==> src/rtl/fifo_reader.sv <==
// Read-side controller: pops a synchronous FIFO and streams its words through a 3-entry elastic buffer.
// Latency: read enable in cycle N, FIFO word in N+1, out_valid in N+2; 1 word/cycle sustained.
// Backpressure: out_ready stalls the buffer only; reads are throttled from registered occupancy, never from out_ready.
// Optional delivered-word counter (word_count port) is built when FIFO_READER_COUNT_EN is defined.
module fifo_reader #(
  parameter int tamano_datos = 10,
  parameter int CNT_WIDTH    = 16
) (
  input  logic                    clk,
  input  logic                    reset,
  input  logic                    fifo_empty,
  input  logic                    fifo_error,
  input  logic [tamano_datos-1:0] fifo_data_out,
  output logic                    fifo_read_enable,
  output logic                    out_valid,
  input  logic                    out_ready,
  output logic [tamano_datos-1:0] out_data,
  output logic                    fault,
  output logic [1:0]              state
`ifdef FIFO_READER_COUNT_EN
  ,
  output logic [CNT_WIDTH-1:0]    word_count
`endif
);

  typedef enum logic [1:0] {
    ST_IDLE   = 2'd0,
    ST_STREAM = 2'd1,
    ST_HOLD   = 2'd2,
    ST_FAULT  = 2'd3
  } state_t;

  // Reject nonsensical widths at elaboration time.
  if (tamano_datos < 1 || CNT_WIDTH < 1) begin : g_param_check
    $error("fifo_reader: tamano_datos and CNT_WIDTH must be positive");
  end

  state_t                  r_state;
  state_t                  w_state_nxt;
  logic [1:0]              r_occ;
  logic [1:0]              w_occ_nxt;
  logic                    r_inflight;
  logic [1:0]              r_wr_ptr;
  logic [1:0]              r_rd_ptr;
  logic [tamano_datos-1:0] r_buf [0:2];
  logic [tamano_datos-1:0] r_last;
  logic [2:0]              w_level;
  logic                    w_rd_en;
  logic                    w_cap;
  logic                    w_pop;

  // Circular pointer over the three buffer slots.
  function automatic logic [1:0] ptr_inc(input logic [1:0] p);
    return (p == 2'd2) ? 2'd0 : p + 2'd1;
  endfunction

  // Words already committed to the buffer: stored plus the one arriving from the FIFO.
  assign w_level = {1'b0, r_occ} + {2'b00, r_inflight};

  // Reads depend only on registered occupancy, so out_ready never reaches the FIFO
  // combinationally; reset gating keeps the FIFO untouched while held in reset.
  assign w_rd_en = reset & (r_state != ST_FAULT) & ~fifo_empty & (w_level < 3'd3);
  assign w_cap   = r_inflight;
  assign w_pop   = out_valid & out_ready;

  assign fifo_read_enable = w_rd_en;
  assign out_valid        = (r_occ != 2'd0);
  // With the buffer empty the read pointer already points past the last word,
  // so the last delivered word is kept separately to hold out_data steady.
  assign out_data         = (r_occ != 2'd0) ? r_buf[r_rd_ptr] : r_last;
  assign fault            = (r_state == ST_FAULT);
  assign state            = r_state;

  // Occupancy after this edge: capture adds, pop removes, both together cancel.
  always_comb begin
    w_occ_nxt = r_occ;
    case ({w_cap, w_pop})
      2'b10:   w_occ_nxt = r_occ + 2'd1;
      2'b01:   w_occ_nxt = r_occ - 2'd1;
      default: w_occ_nxt = r_occ;
    endcase
  end

  // Next-state logic; a FIFO error overrides every other transition.
  always_comb begin
    w_state_nxt = r_state;
    if (fifo_error) begin
      w_state_nxt = ST_FAULT;
    end else begin
      case (r_state)
        ST_IDLE: begin
          if (w_rd_en) w_state_nxt = ST_STREAM;
        end
        ST_STREAM: begin
          if (w_occ_nxt == 2'd3)                  w_state_nxt = ST_HOLD;
          else if (w_occ_nxt == 2'd0 && !w_rd_en) w_state_nxt = ST_IDLE;
        end
        ST_HOLD: begin
          if (w_pop) w_state_nxt = ST_STREAM;
        end
        ST_FAULT: w_state_nxt = ST_FAULT;
        default:  w_state_nxt = ST_IDLE;
      endcase
    end
  end

  // State register.
  always_ff @(posedge clk or negedge reset) begin
    if (!reset) r_state <= ST_IDLE;
    else        r_state <= w_state_nxt;
  end

  // Elastic buffer: capture the FIFO word a cycle after the read, pop on handshake.
  always_ff @(posedge clk or negedge reset) begin
    if (!reset) begin
      r_occ      <= 2'd0;
      r_inflight <= 1'b0;
      r_wr_ptr   <= 2'd0;
      r_rd_ptr   <= 2'd0;
      r_last     <= '0;
      for (int i = 0; i < 3; i++) r_buf[i] <= '0;
    end else begin
      r_occ      <= w_occ_nxt;
      r_inflight <= w_rd_en;
      if (w_cap) begin
        r_buf[r_wr_ptr] <= fifo_data_out;
        r_wr_ptr        <= ptr_inc(r_wr_ptr);
      end
      if (w_pop) begin
        r_last   <= r_buf[r_rd_ptr];
        r_rd_ptr <= ptr_inc(r_rd_ptr);
      end
    end
  end

`ifdef FIFO_READER_COUNT_EN
  logic [CNT_WIDTH-1:0] r_word_count;

  // Delivered-word counter; keeps counting while draining in FAULT.
  always_ff @(posedge clk or negedge reset) begin
    if (!reset)     r_word_count <= '0;
    else if (w_pop) r_word_count <= r_word_count + 1'b1;
  end

  assign word_count = r_word_count;
`endif

endmodule

==> config.mk <==
export PLATFORM = sky130hd
export DESIGN_NAME = fifo_reader
export DESIGN_NICKNAME = d
export VERILOG_FILES = /design/src/rtl/fifo_reader.sv
export SDC_FILE = /design/constraint.sdc
export NUM_CORES = 1
export LEC_CHECK = 0
export BUFFER_PORTS_ARGS = -buffer_cell sky130_fd_sc_hd__buf_2
export CORE_MARGIN = 2
export CORE_UTILIZATION = 45
export CTS_CLUSTER_SIZE = 14
export DETAILED_ROUTE_END_ITERATION = 7
export HOLD_SLACK_MARGIN = 0.08
export PLACE_DENSITY = 0.68
export SLEW_MARGIN = 25
export SYNTH_ARGS = -nofsm -noshare
export SYNTH_HDL_FRONTEND = slang
export SYNTH_SLANG_ARGS = --single-unit
==> constraint.sdc <==
create_clock -name clk -period 2.1 [get_ports clk]
set_input_delay 0.63 -clock clk [delete_from_list [all_inputs] [get_ports clk]]
set_output_delay 0.63 -clock clk [all_outputs]
set_load 0.005 [all_outputs]
==> results by group, run 1 <==
Run status
  • Outcome: finished with violations
  • Failing checks: negative setup slack

Cells and area
  • Nets: around 270
  • Seq. cell area: roughly 0.0012 mm2
  • Area Growth Syn to Fin: 23.54%
  • Fill count: about 420
  • Layout cells sized above 1: 0.4534
  • Area of the multi-input gates: 0.001066 mm2
  • Final non-filler cell total: roughly 310
  • ANT cells: 0

Routing
  • Post-DR wirelength/cell: around 14 um
  • Post-Route WL: roughly 4400 um
  • First-pass iteration count of the detailed router: 4
  • DRC viols: 0
  • Routed Antenna Nets: 0
  • DR vias: about 1,600
  • Iter 0 DRT Violations: between 50 and 60
  • Vias per cell: 5.041

Worst setup path
  • Crit path cell chain: ha_2, ha_4, a211oi_2, nand3_1, inv_1, buf_2
  • Critical path class: reg2out
  • Crit-path max FO: 2
  • CP startpoint kind: register
  • CP max stage delay: roughly 0.40 ns
  • CP arrival: between 1.5 and 2 ns
  • CP Capture Type: output port
  • Worst path required time: 1.47 ns
  • Slowest CP cell: dfrtp_1

Synth
  • Asr flop ratio synth: 1.000
  • Synth area leaders: dfrtp_1 54%, mux2_2 15%, mux2i_1 4.8%, a21oi_1 4.4%, nor2_1 3.6%
  • Area leader, netlist: dfrtp_1
  • EDFF count, synth: 0
  • Avg Cell Area, Syn: 11.26 um2
  • FF+latch count, synth: slightly below 50
  • Mux contribution to synthesized area: 0.1959
  • Synth top area share: 0.5364
  • Synth Area in Simple Gates: 0.09360
  • Yosys cell types: 31
  • Sequential element share of the synthesized area: 0.5364
  • Top_reg_cell synth: dfrtp_1
  • Synth Area in Compound Gates: 0.1056
  • Syn Inst Count: 203
  • Synth cell count leaders: 49 x dfrtp_1, 30 x mux2_2, 22 x nor2_1, 20 x a21oi_1, 13 x nand2_1
  • Largest family of logic cells by synthesized area: multiplexers
  • Most frequent cell after synthesis: dfrtp_1
  • Post-synthesis xor/xnor area fraction: 0.01533
  • YS warnings: 0
  • Adder-cell share of the synthesized area: 0.01642
  • Post-synthesis instance area: approximately 0.0023 mm2
  • Post-Syn Nets: between 200 and 250

STA
  • Fin. max-slew vios: 0
  • Final min period: 2.155 ns
  • Clk_skew: 0.004047 ns
  • Relative slew margins: 0.6048
  • Worst-margin pin slew: 0.5928 ns
  • RSZ-0062 raised after global routing: true
  • Fmax: 0.4639 GHz
  • Period utilization: 1.026
  • # setup viols final: 7
  • Setup Total Neg Slack: -0.1382 ns
  • Worst setup margin: -0.05550 ns
  • Final hold violations: 0

Floorplan
  • Width of the chip: around 75 um
  • Die Span Y: about 75 um
  • Io pins: 30
  • Starting Density: 0.4745
  • Die area: 0.005666 mm2
  • Core Region: between 0.004 and 0.005 mm2
  • Rows: 25

Placement
  • Hpwl dp: 2915 um
  • RD Place Congestion: roughly 0.80
  • Cells after DPL: 298
  • Port Buffers: 29

Pwr
  • Clock power frac: 0.193
  • Seq pwr share: 0.376
  • Worst vdd ir: roughly 690 uV
  • Lkg Pwr: 0.001288 uW
  • P_int: ~2200 uW
  • Sw frac: 0.3430
  • Pwr/cell area: ~1200 mW/mm2
  • Switching pwr: about 1200 uW
  • Comb pwr share: 0.431

Clock network
  • Clk_lat worst skew: roughly 0.30 ns
  • # clock sinks: between 40 and 50
  • CTS Hold Bufs: 0
  • CTS buffer count: 5
  • Clock-pin slew of the registers on the worst-case setup and hold paths: around 0.08 ns
  • Max Root-Sink Buffers: 2
  • CTS H-tree lvls: 2
  • Root Driver: clkbuf_8
  • CTS tree: built

Global route
  • Pin count of the biggest net entering global routing: 50
  • First-pass GRT wire length: around 7200 um
  • Number of global-route vias before repair: roughly 1,500
  • Total GRT Usage: 0.1718
  • Overflow after GRT: 0
  • Initial antenna violation count: 0

Job
  • Number of max-cap violations: 0

Hold path
  • Hold WC Path Type: in2async
[cells in the final DEF (no fill, tap or decap), types with 2 or more instances in the layout]
cell | netlist | layout
a21oi_2 | 0 | 12
nor3_1 | 3 | 3
mux2_2 | 30 | 30
a21o_1 | 2 | 2
inv_1 | 3 | 3
buf_6 | 1 | 4
buf_2 | 7 | 29
clkbuf_8 | 0 | 5
dfrtp_1 | 49 | 48
a21oi_1 | 20 | 8
nand2_1 | 13 | 13
o21ai_0 | 12 | 12
nand3_1 | 3 | 3
mux2i_1 | 11 | 10
xnor2_1 | 3 | 3
buf_4 | 0 | 16
nor2_1 | 22 | 21
[flip-flops by register name, summed over array words and instances (netlist names)]
name and flops:
r_wr_ptr 2, state 2, r_rd_ptr 2, r_buf 30, r_occ 2, r_last 10
r_inflight 1
[area by class of cell]
type,count,area share
clock buffers,5,0.02437
clock inverters,2,0.01241
inverters,4,0.006203
multi-input cells,137,0.3775
flip-flops and latches,49,0.4346
well taps,67,0.02969
repair buffers,50,0.1152
[timing repair]
item                       in CTS  in global routing
setup endpoints to repair      11                 12
gates resized for setup        14                 15
buffers inserted                8                  2
pin swaps                       7                 21
[final timing paths]
| check | cells past startpoint | slack (ns) | startpoint | to |
|---|---|---|---|---|
| setup reg to reg | 7 | 0.11 | r_occ[1]$_DFF_PN0_ | state[0]$_DFFE_PN0P_ |
| max in group asynchronous | 2 | 1.21 | reset | r_rd_ptr[0]$_DFFE_PN0P_ |
| hold / removal | 2 | 0.47 | reset | r_last[6]$_DFFE_PN0P_ |
| min in group clk | 2 | 0.49 | r_last[5]$_DFFE_PN0P_ | r_last[5]$_DFFE_PN0P_ |
| setup / recovery | 6 | -0.06 | r_inflight$_DFF_PN0_ | fifo_read_enable |
| hold reg to reg | 2 | 0.49 | r_last[5]$_DFFE_PN0P_ | r_last[5]$_DFFE_PN0P_ |
[stage by stage]
stage | hold slack, ns | power, uW | utilization | setup WS [ns] | instance area (um2)
after floorplan | 0.3344 | 2092 | - | 0.01043 | 2286
after CTS | 0.4905 | 3275 | 0.5706 | -0.1154 | 2749
after detailed placement | 0.4710 | 2522 | 0.5270 | 0.02676 | 2539
after global placement | 0.4637 | 2496 | 0.5270 | 0.06712 | 2539
after global routing | 0.5160 | 3611 | 0.5862 | -0.1605 | 2824
final | 0.4667 | 3361 | 0.5862 | -0.05550 | 2824
[power by group through the flow]
| stage | clock (uW) | combinational, uW | sequential, uW |
|---|---|---|---|
| 3_5_place_dp | 0 | 1250 | 1270 |
| 2_1_floorplan | 0 | 836 | 1260 |
| 4_1_cts | 658 | 1360 | 1250 |
| 6_report | 650 | 1450 | 1260 |
| 3_3_place_gp | 0 | 1240 | 1260 |
| 5_1_grt | 700 | 1630 | 1280 |
[per-layer routing]
metal | wire, um | vias up | GRT usage
met5 | 0 | - | 0
met4 | 42 | 0 | 0.05263
met3 | 140 | 6 | 0.03614
met2 | 2067 | 25 | 0.2719
met1 | 2145 | 759 | 0.2400
li1 | - | 793 | -
[kinds of logic (layout without fill, tap and decap cells)]
family / after synthesis / in the layout
flip-flops: 49 / 49
AND/OR/NAND/NOR: 47 / 47
XOR/XNOR: 4 / 4
adder cells (fa/ha/maj): 3 / 3
multiplexers: 41 / 41
AO/OA/AOI/OAI: 42 / 42
buffers and inverters: 17 / 61
[critical path: cells and delay by family (launching register included)]
kind                       cells  cell delay (ns)
AOI/OAI and AO/OA              1             0.17
DFF                            1             0.40
adders and majority gates      2             0.36
buffers and inverters          2             0.18
and+or+nand+nor                1             0.12
Power figures use the tool's default switching activity.
==> run 2: changes to the inputs <==
- PLACE_DENSITY: 0.68 -> 0.67
- RECOVER_POWER: not set -> 100
- SLEW_MARGIN: 25 -> 20
==> run 2 against run 1 <==
The run still ends with negative setup slack left. Global-route usage grew 0.68 points. Non-clock buffer count is the same. First-iteration DRC count increased by 62%. Total power is 3.6% lower. Sequential power hardly changed. Critical path type unchanged. Critical path depth did not move. Worst hold slack improved by 0.019 ns. Core utilization is 1.9 points lower. Routed wire length rose by 5.5%. Highest routed layer unchanged.
==> results by group, run 2 (synthesis results as in run 1) <==
Worst setup path
  • Worst reg2reg path depth: 7 (unchanged)
  • CP Capture Type: output port
  • Critical path class: reg2out
  • Reg-to-reg slack, setup: 0.04 ns (-0.07 ns)
  • CP arrival: 1.53 ns (about the same)
  • Reg-to-reg critical path startpoint: r_occ[0]$_DFF_PN0_
  • Setup crit start: r_rd_ptr[0]$_DFFE_PN0P_
  • CP startpoint kind: register
  • Crit-path max FO: 6 (+4)
  • Worst path required time: 1.47 ns (about the same)
  • Worst r2r dst: state[0]$_DFFE_PN0P_

Placement
  • Setup WS pre-CTS: 0.02302 ns (-0.003743 ns)
  • Hpwl dp: 3026 um (+3.8%)
  • Dpl cell area: 0.002539 mm2 (unchanged)
  • Port Buffers: 29 (unchanged)
  • RD Place Congestion: 0.7779 (-3.1%)

Run status
  • Failing checks: negative setup slack
  • Outcome: finished with violations

Global route
  • Initial antenna violation count: 0 (unchanged)
  • Pin count of the biggest net entering global routing: 50 (unchanged)
  • First-pass GRT wire length: 7307 um (+2.1%)
  • Total GRT Usage: 0.1785 (+0.006760)
  • Number of global-route vias before repair: 1,566 (+4.1%)
  • Overflow after GRT: 0 (unchanged)

Clock network
  • CTS buffer count: 5 (unchanged)
  • Clock-pin slew of the registers on the worst-case setup and hold paths: 0.08 ns (about the same)
  • CTS Hold Bufs: 0 (unchanged)
  • Root Driver: clkbuf_8
  • Max Root-Sink Buffers: 2 (unchanged)
  • # clock sinks: 49 (unchanged)
  • CTS H-tree lvls: 2 (unchanged)
  • Clk_lat worst skew: 0.30 ns (about the same)
  • CTS tree: built

Cells and area
  • Number of flip-flops in the largest register: 30 (unchanged)
  • ANT cells: 0 (unchanged)
  • Layout cells sized above 1: 0.4113 (-0.04215)
  • Fill count: 438 (+3.3%)
  • Most frequent cells in the layout: 49 x dfrtp_1, 30 x mux2_2, 26 x buf_2
  • Commonest non-fill, non-tap cell in the layout: dfrtp_1
  • Cell area after layout: 0.002733 mm2 (-3.2%)
  • Biggest register: r_buf
  • Area Growth Syn to Fin: 19.54%
  • Biggest regs: r_buf (30), r_last (10)
  • Nets: 265 (unchanged)

Pwr
  • Pwr/cell area: 1186 mW/mm2 (-0.38%)
  • Worst vdd ir: 634.7 uV (-7.9%)
  • Lkg Pwr: 0.001258 uW (-2.3%)

Floorplan
  • Rows: 25 (unchanged)
  • Io pins: 30 (unchanged)
  • Die Span Y: 75.28 um (unchanged)
  • Starting Density: 0.4745 (unchanged)
  • Die area: 0.005666 mm2 (unchanged)
  • Width of the chip: 75.28 um (unchanged)
  • Core Region: 0.004817 mm2 (unchanged)

STA
  • Clk_skew: 0.004909 ns (+0.0008617 ns)
  • Setup Total Neg Slack: -0.08195 ns (+0.05626 ns)
  • Final min period: 2.158 ns (+0.002066 ns)
  • Fmax: 0.4635 GHz (about the same)
  • Worst-margin pin slew: 1.200 ns (+0.6074 ns)
  • Period utilization: 1.027 (about the same)
  • Worst setup margin: -0.05756 ns (-0.002066 ns)
  • # setup viols final: 3 (-4)
  • RSZ-0062 raised after global routing: true
  • Relative slew margins: 0.1999 (-0.4049)
  • Final hold violations: 0 (unchanged)
  • Fin. max-slew vios: 0 (unchanged)

Routing
  • Iter 0 DRT Violations: 84 (+62%)
  • DR vias: 1,618 (+2.2%)
  • First-pass iteration count of the detailed router: 4 (unchanged)
  • DRC viols: 0 (unchanged)
  • Post-Route WL: 4635 um (+5.5%)
  • Post-DR wirelength/cell: 14.71 um (+5.1%)
  • Routed Antenna Nets: 0 (unchanged)
  • Vias per cell: 5.137 (+1.9%)

Hold path
  • Hold WC Path Type: reg2reg
  • Hold Crit Depth: 2
  • Hold endpoint: r_last[5]$_DFFE_PN0P_
  • Worst min-delay path startpoint: r_last[5]$_DFFE_PN0P_

Job
  • Number of max-cap violations: 0 (unchanged)
run 2: power by group:
group | leakage (uW) | internal (uW) | switching [uW]
clock | 0.0000450 | 231 | 304
combinational | 0.000612 | 713 | 742
sequential | 0.000601 | 1140 | 111
run 2: layout make-up:
| class | count | area [um2] | share of cell area |
|---|---|---|---|
| Clock inverter | 2 | 10.01 | 0.003663 |
| Tap cell | 67 | 83.83 | 0.03068 |
| Timing Repair Buffer | 50 | 304.0 | 0.1113 |
| Sequential cell | 49 | 1226 | 0.4487 |
| Multi-Input combinational cell | 137 | 1018 | 0.3727 |
| Inverter | 4 | 17.52 | 0.006410 |
| Clock buffer | 6 | 72.57 | 0.02656 |
run 2: critical path: stages, from the launching register on:
cell and delay (ns):
dfrtp_1 0.40, buf_6 0.16, mux2i_1 0.19, nor2_1 0.07, a21oi_2 0.18, a21oi_2 0.09, buf_2 0.13
run 2: metal layers:
metal,part of all wire,global-route usage,vias up
li1,-,-,788
met1,0.45,0.2248,798
met4,0.015,0.07018,0
met3,0.030,0.05087,6
met2,0.51,0.2924,26
met5,0,0,-
run 2: per-stage QoR:
stage | hold slack [ns] | utilization | total power [uW] | instances
after floorplan | 0.3344 | - | 2092 | 203
after CTS | 0.4781 | 0.5657 | 3224 | 315
after global routing | 0.5110 | 0.5673 | 3469 | 315
final | 0.4860 | 0.5673 | 3240 | 315
after detailed placement | 0.4715 | 0.5270 | 2538 | 298
after global placement | 0.4630 | 0.5270 | 2507 | 298
run 2: worst max path at each step:
stage | end | slack [ns] | depth (start not counted)
finish | out_data[9] | -0.06 | 6
global route | out_data[9] | -0.13 | 6
CTS | out_data[9] | -0.05 | 6
detailed placement | state[0]$_DFFE_PN0P_ | 0.02 | 7
global placement | state[0]$_DFFE_PN0P_ | 0.07 | 7
floorplan | state[0]$_DFFE_PN0P_ | 0.01 | 9
run 2: what timing repair did:
action / CTS / global route
pin swaps: 12 / 4
resized for setup: 10 / 12
setup buffers: 9 / 0
setup endpoints to repair: 11 / 12
==> run 3: changes to the inputs <==
- ABC_AREA: not set -> 1
==> run 3 against run 2 <==
The flow still finishes with violations (negative setup slack). Total power is 31% higher. Worst hold slack improved by 0.0062 ns. Non-clock buffer count up 2. Routed wire length rose by 15%. Die area grew 0.15%. Clock skew is 0.0033 ns higher. Via count increased by 22%. Clock power is 47% higher. Fmax grew 0.43%. Critical endpoint is now fifo_read_enable. Final area rose by 8.2%.
==> results by group, run 3 <==
STA
  • Worst-margin pin slew: 1.178 ns (-0.02259 ns)
  • Fin. max-slew vios: 0 (unchanged)
  • Worst setup margin: -0.04833 ns (+0.009232 ns)
  • Clk_skew: 0.008217 ns (+0.003309 ns)
  • RSZ-0062 raised after global routing: true
  • Fmax: 0.4655 GHz (+0.43%)
  • Relative slew margins: 0.2150 (+0.01506)
  • Final min period: 2.148 ns (-0.009232 ns)
  • # setup viols final: 7 (+4)
  • Period utilization: 1.023 (-0.004396)
  • Final hold violations: 0 (unchanged)

Synth
  • YS warnings: 0 (unchanged)
  • EDFF count, synth: 0 (unchanged)
  • FF+latch count, synth: 49 (unchanged)
  • Yosys cell types: 22 (-29%)
  • Syn Inst Count: 279 (+37%)
  • Post-Syn Nets: 297 (+34%)
  • Post-synthesis instance area: 0.002290 mm2 (+0.16%)
  • Asr flop ratio synth: 1.000 (unchanged)
  • Synth top area share: 0.5355 (-0.0008793)
  • Top_reg_cell synth: dfrtp_1
  • Avg Cell Area, Syn: 8.207 um2 (-27%)
  • Synth cell count leaders: 88 x nand2_1, 49 x dfrtp_1, 48 x o21ai_0, 36 x inv_1, 19 x nand3_1
  • Area leader, netlist: dfrtp_1
  • Most frequent cell after synthesis: nand2_1
  • Sequential element share of the synthesized area: 0.5355 (-0.0008793)
  • Synth area leaders: dfrtp_1 54%, nand2_1 14%, o21ai_0 10%, inv_1 5.9%, nand3_1 4.2%

Routing
  • Post-Route WL: 5328 um (+15%)
  • DRC viols: 0 (unchanged)
  • WL met3: 225 um (+61%)
  • Iter 0 DRT Violations: 177 (+110%)
  • First-pass iteration count of the detailed router: 4 (unchanged)
  • DR vias: 1,968 (+22%)
  • Vias per cell: 4.945 (-3.7%)
  • Post-DR wirelength/cell: 13.39 um (-9.0%)
  • Top sig layer: met4
  • DRT met1 WL: 2546 um (+22%)
  • Met2 routed WL: 2461 um (+5.1%)
  • Routed Antenna Nets: 0 (unchanged)

Placement
  • Dpl cell area: 0.002525 mm2 (-0.54%)
  • RD Place Congestion: 0.7074 (-9.1%)
  • Hpwl dp: 3161 um (+4.5%)
  • Port Buffers: 29 (unchanged)

Clock network
  • CTS tree: built
  • # clock sinks: 49 (unchanged)
  • CTS H-tree lvls: 2 (unchanged)
  • CTS buffer count: 5 (unchanged)
  • Root Driver: clkbuf_8
  • Clock-pin slew of the registers on the worst-case setup and hold paths: 0.08 ns (about the same)
  • Max Root-Sink Buffers: 2 (unchanged)
  • Clk_lat worst skew: 0.31 ns (about the same)

Global route
  • First-pass GRT wire length: 8963 um (+23%)
  • Pin count of the biggest net entering global routing: 50 (unchanged)
  • Number of global-route vias before repair: 1,842 (+18%)
  • Overflow after GRT: 0 (unchanged)
  • Initial antenna violation count: 0 (unchanged)
  • Total GRT Usage: 0.2142 (+0.03573)

Run status
  • Failing checks: negative setup slack
  • Outcome: finished with violations

Worst setup path
  • Critical path class: reg2out
  • Crit-path max FO: 3 (-3)
  • Worst path required time: 1.47 ns (about the same)
  • CP arrival: 1.52 ns (about the same)
  • Reg-to-reg critical path startpoint: r_occ[0]$_DFF_PN0_
  • CP startpoint kind: register
  • Slowest CP cell: dfrtp_2
  • CP Capture Type: output port
  • Crit path cell chain: ha_4, ha_4, nand2_2, nand2_2, nor2_2, buf_2
  • CP max stage delay: 0.45 ns (+0.05 ns)
  • Setup crit start: r_occ[0]$_DFF_PN0_

Floorplan
  • Io pins: 30 (unchanged)
  • Die area: 0.005675 mm2 (+0.15%)
  • Starting Density: 0.4753 (+0.0007793)
  • Core Region: 0.004817 mm2 (unchanged)
  • Rows: 25 (unchanged)
  • Die Span Y: 75.33 um (about the same)
  • Width of the chip: 75.33 um (about the same)

Pwr
  • Switching pwr: 1635 uW (+41%)
  • Worst vdd ir: 641.8 uV (+1.1%)
  • Clock power frac: 0.185 (+0.020)
  • P_int: 2615 uW (+26%)
  • Seq pwr share: 0.328 (-0.058)
  • Pwr/cell area: 1438 mW/mm2 (+21%)
  • Comb pwr share: 0.487 (+0.038)
  • Sw frac: 0.3846 (+0.02767)
  • Lkg Pwr: 0.001491 uW (+19%)
  • Total power: 4250 uW (+31%)

Cells and area
  • Nets: 348 (+31%)
  • Number of flip-flops in the largest register: 30 (unchanged)
  • ANT cells: 0 (unchanged)
  • Biggest register: r_buf
  • Cell area after layout: 0.002955 mm2 (+8.2%)
  • Area Growth Syn to Fin: 29.07%
  • Biggest regs: r_buf (30), r_last (10)
  • Commonest non-fill, non-tap cell in the layout: nand2_1
  • Most frequent cells in the layout: 74 x nand2_1, 45 x o21ai_0, 45 x dfrtp_1
  • Fill count: 466 (+6.4%)
  • Layout cells sized above 1: 0.3021 (-0.1092)

Job
  • Number of max-cap violations: 0 (unchanged)

Hold path
  • Hold WC Path Type: reg2reg
  • Worst min-delay path startpoint: r_buf[25]$_DFFE_PN0P_
## run 3: final cells by class
class | instances | area, um2 | area share
repair buffers | 52 | 345.3 | 0.1169
flip-flops and latches | 49 | 1231 | 0.4166
clock inverters | 3 | 65.06 | 0.02202
clock buffers | 5 | 68.82 | 0.02329
inverters | 36 | 138.9 | 0.04699
repair inverters | 3 | 22.52 | 0.007621
well taps | 67 | 83.83 | 0.02837
multi-input cells | 183 | 999.7 | 0.3383
## run 3: final timing paths
check                                           to  slack, ns  cells after the start
max reg2reg                r_rd_ptr[0]$_DFFE_PN0P_       0.03                      6
max in group asynchronous     r_inflight$_DFF_PN0_       0.44                      2
min in group asynchronous     r_buf[0]$_DFFE_PN0P_       0.86                      2
max                               fifo_read_enable      -0.05                      6
min                          r_buf[25]$_DFFE_PN0P_       0.49                      2
min reg2reg                  r_buf[25]$_DFFE_PN0P_       0.49                      2
## run 3: per-stage QoR
step | hold WS [ns] | TNS [ns] | worst slack (ns) | util | cells
after floorplan | 0.3344 | 0 | 0.2457 | - | 279
after global placement | 0.4664 | 0 | 0.2015 | 0.5242 | 371
after detailed placement | 0.4728 | 0 | 0.1552 | 0.5242 | 371
after CTS | 0.4935 | -0.01830 | -0.006690 | 0.6094 | 394
after global routing | 0.5210 | -1.279 | -0.1527 | 0.6135 | 398
final | 0.4921 | -0.1590 | -0.04833 | 0.6135 | 398
## run 3: cell families (layout without fill, tap and decap cells)
| logic type | after synthesis | count (layout) | share of synthesized area |
|---|---|---|---|
| compound gates | 54 | 54 | 0.1197 |
| xor+xnor | 1 | 1 | 0.003826 |
| flops | 49 | 49 | 0.5355 |
| mux | 1 | 1 | 0.004918 |
| simple gates | 123 | 124 | 0.2317 |
| buf+inv | 48 | 99 | 0.08797 |
| fa+ha+maj | 3 | 3 | 0.01640 |
## run 3: worst max-delay path, delay by kind of cell (launching register included)
family | cells | cell delay, ns
DFF | 1 | 0.45
and+or+nand+nor | 3 | 0.25
adders and majority gates | 2 | 0.39
buffers and inverters | 1 | 0.12
## run 3: timing repair
item                                    in CTS  in global routing
setup buffers                               10                  4
hold buffers                                 0                  0
endpoints found under the setup margin      11                 11
cloned                                       5                  0
resized for setup                           43                 11
pin swaps                                   25                  7
## run 3: routing by layer
layer / global-route usage / vias up
met2: 0.3333 / 44
met4: 0.06433 / 0
li1: - / 986
met5: 0 / -
met1: 0.3059 / 931
met3: 0.04365 / 7
## run 3: power groups by stage
stage	sequential [uW]	combinational, uW	clock [uW]
6_report	1400	2070	786
5_1_grt	1430	2330	846
4_1_cts	1400	1990	801
3_5_place_dp	1400	1490	0
3_3_place_gp	1380	1460	0
2_1_floorplan	1360	1030	0
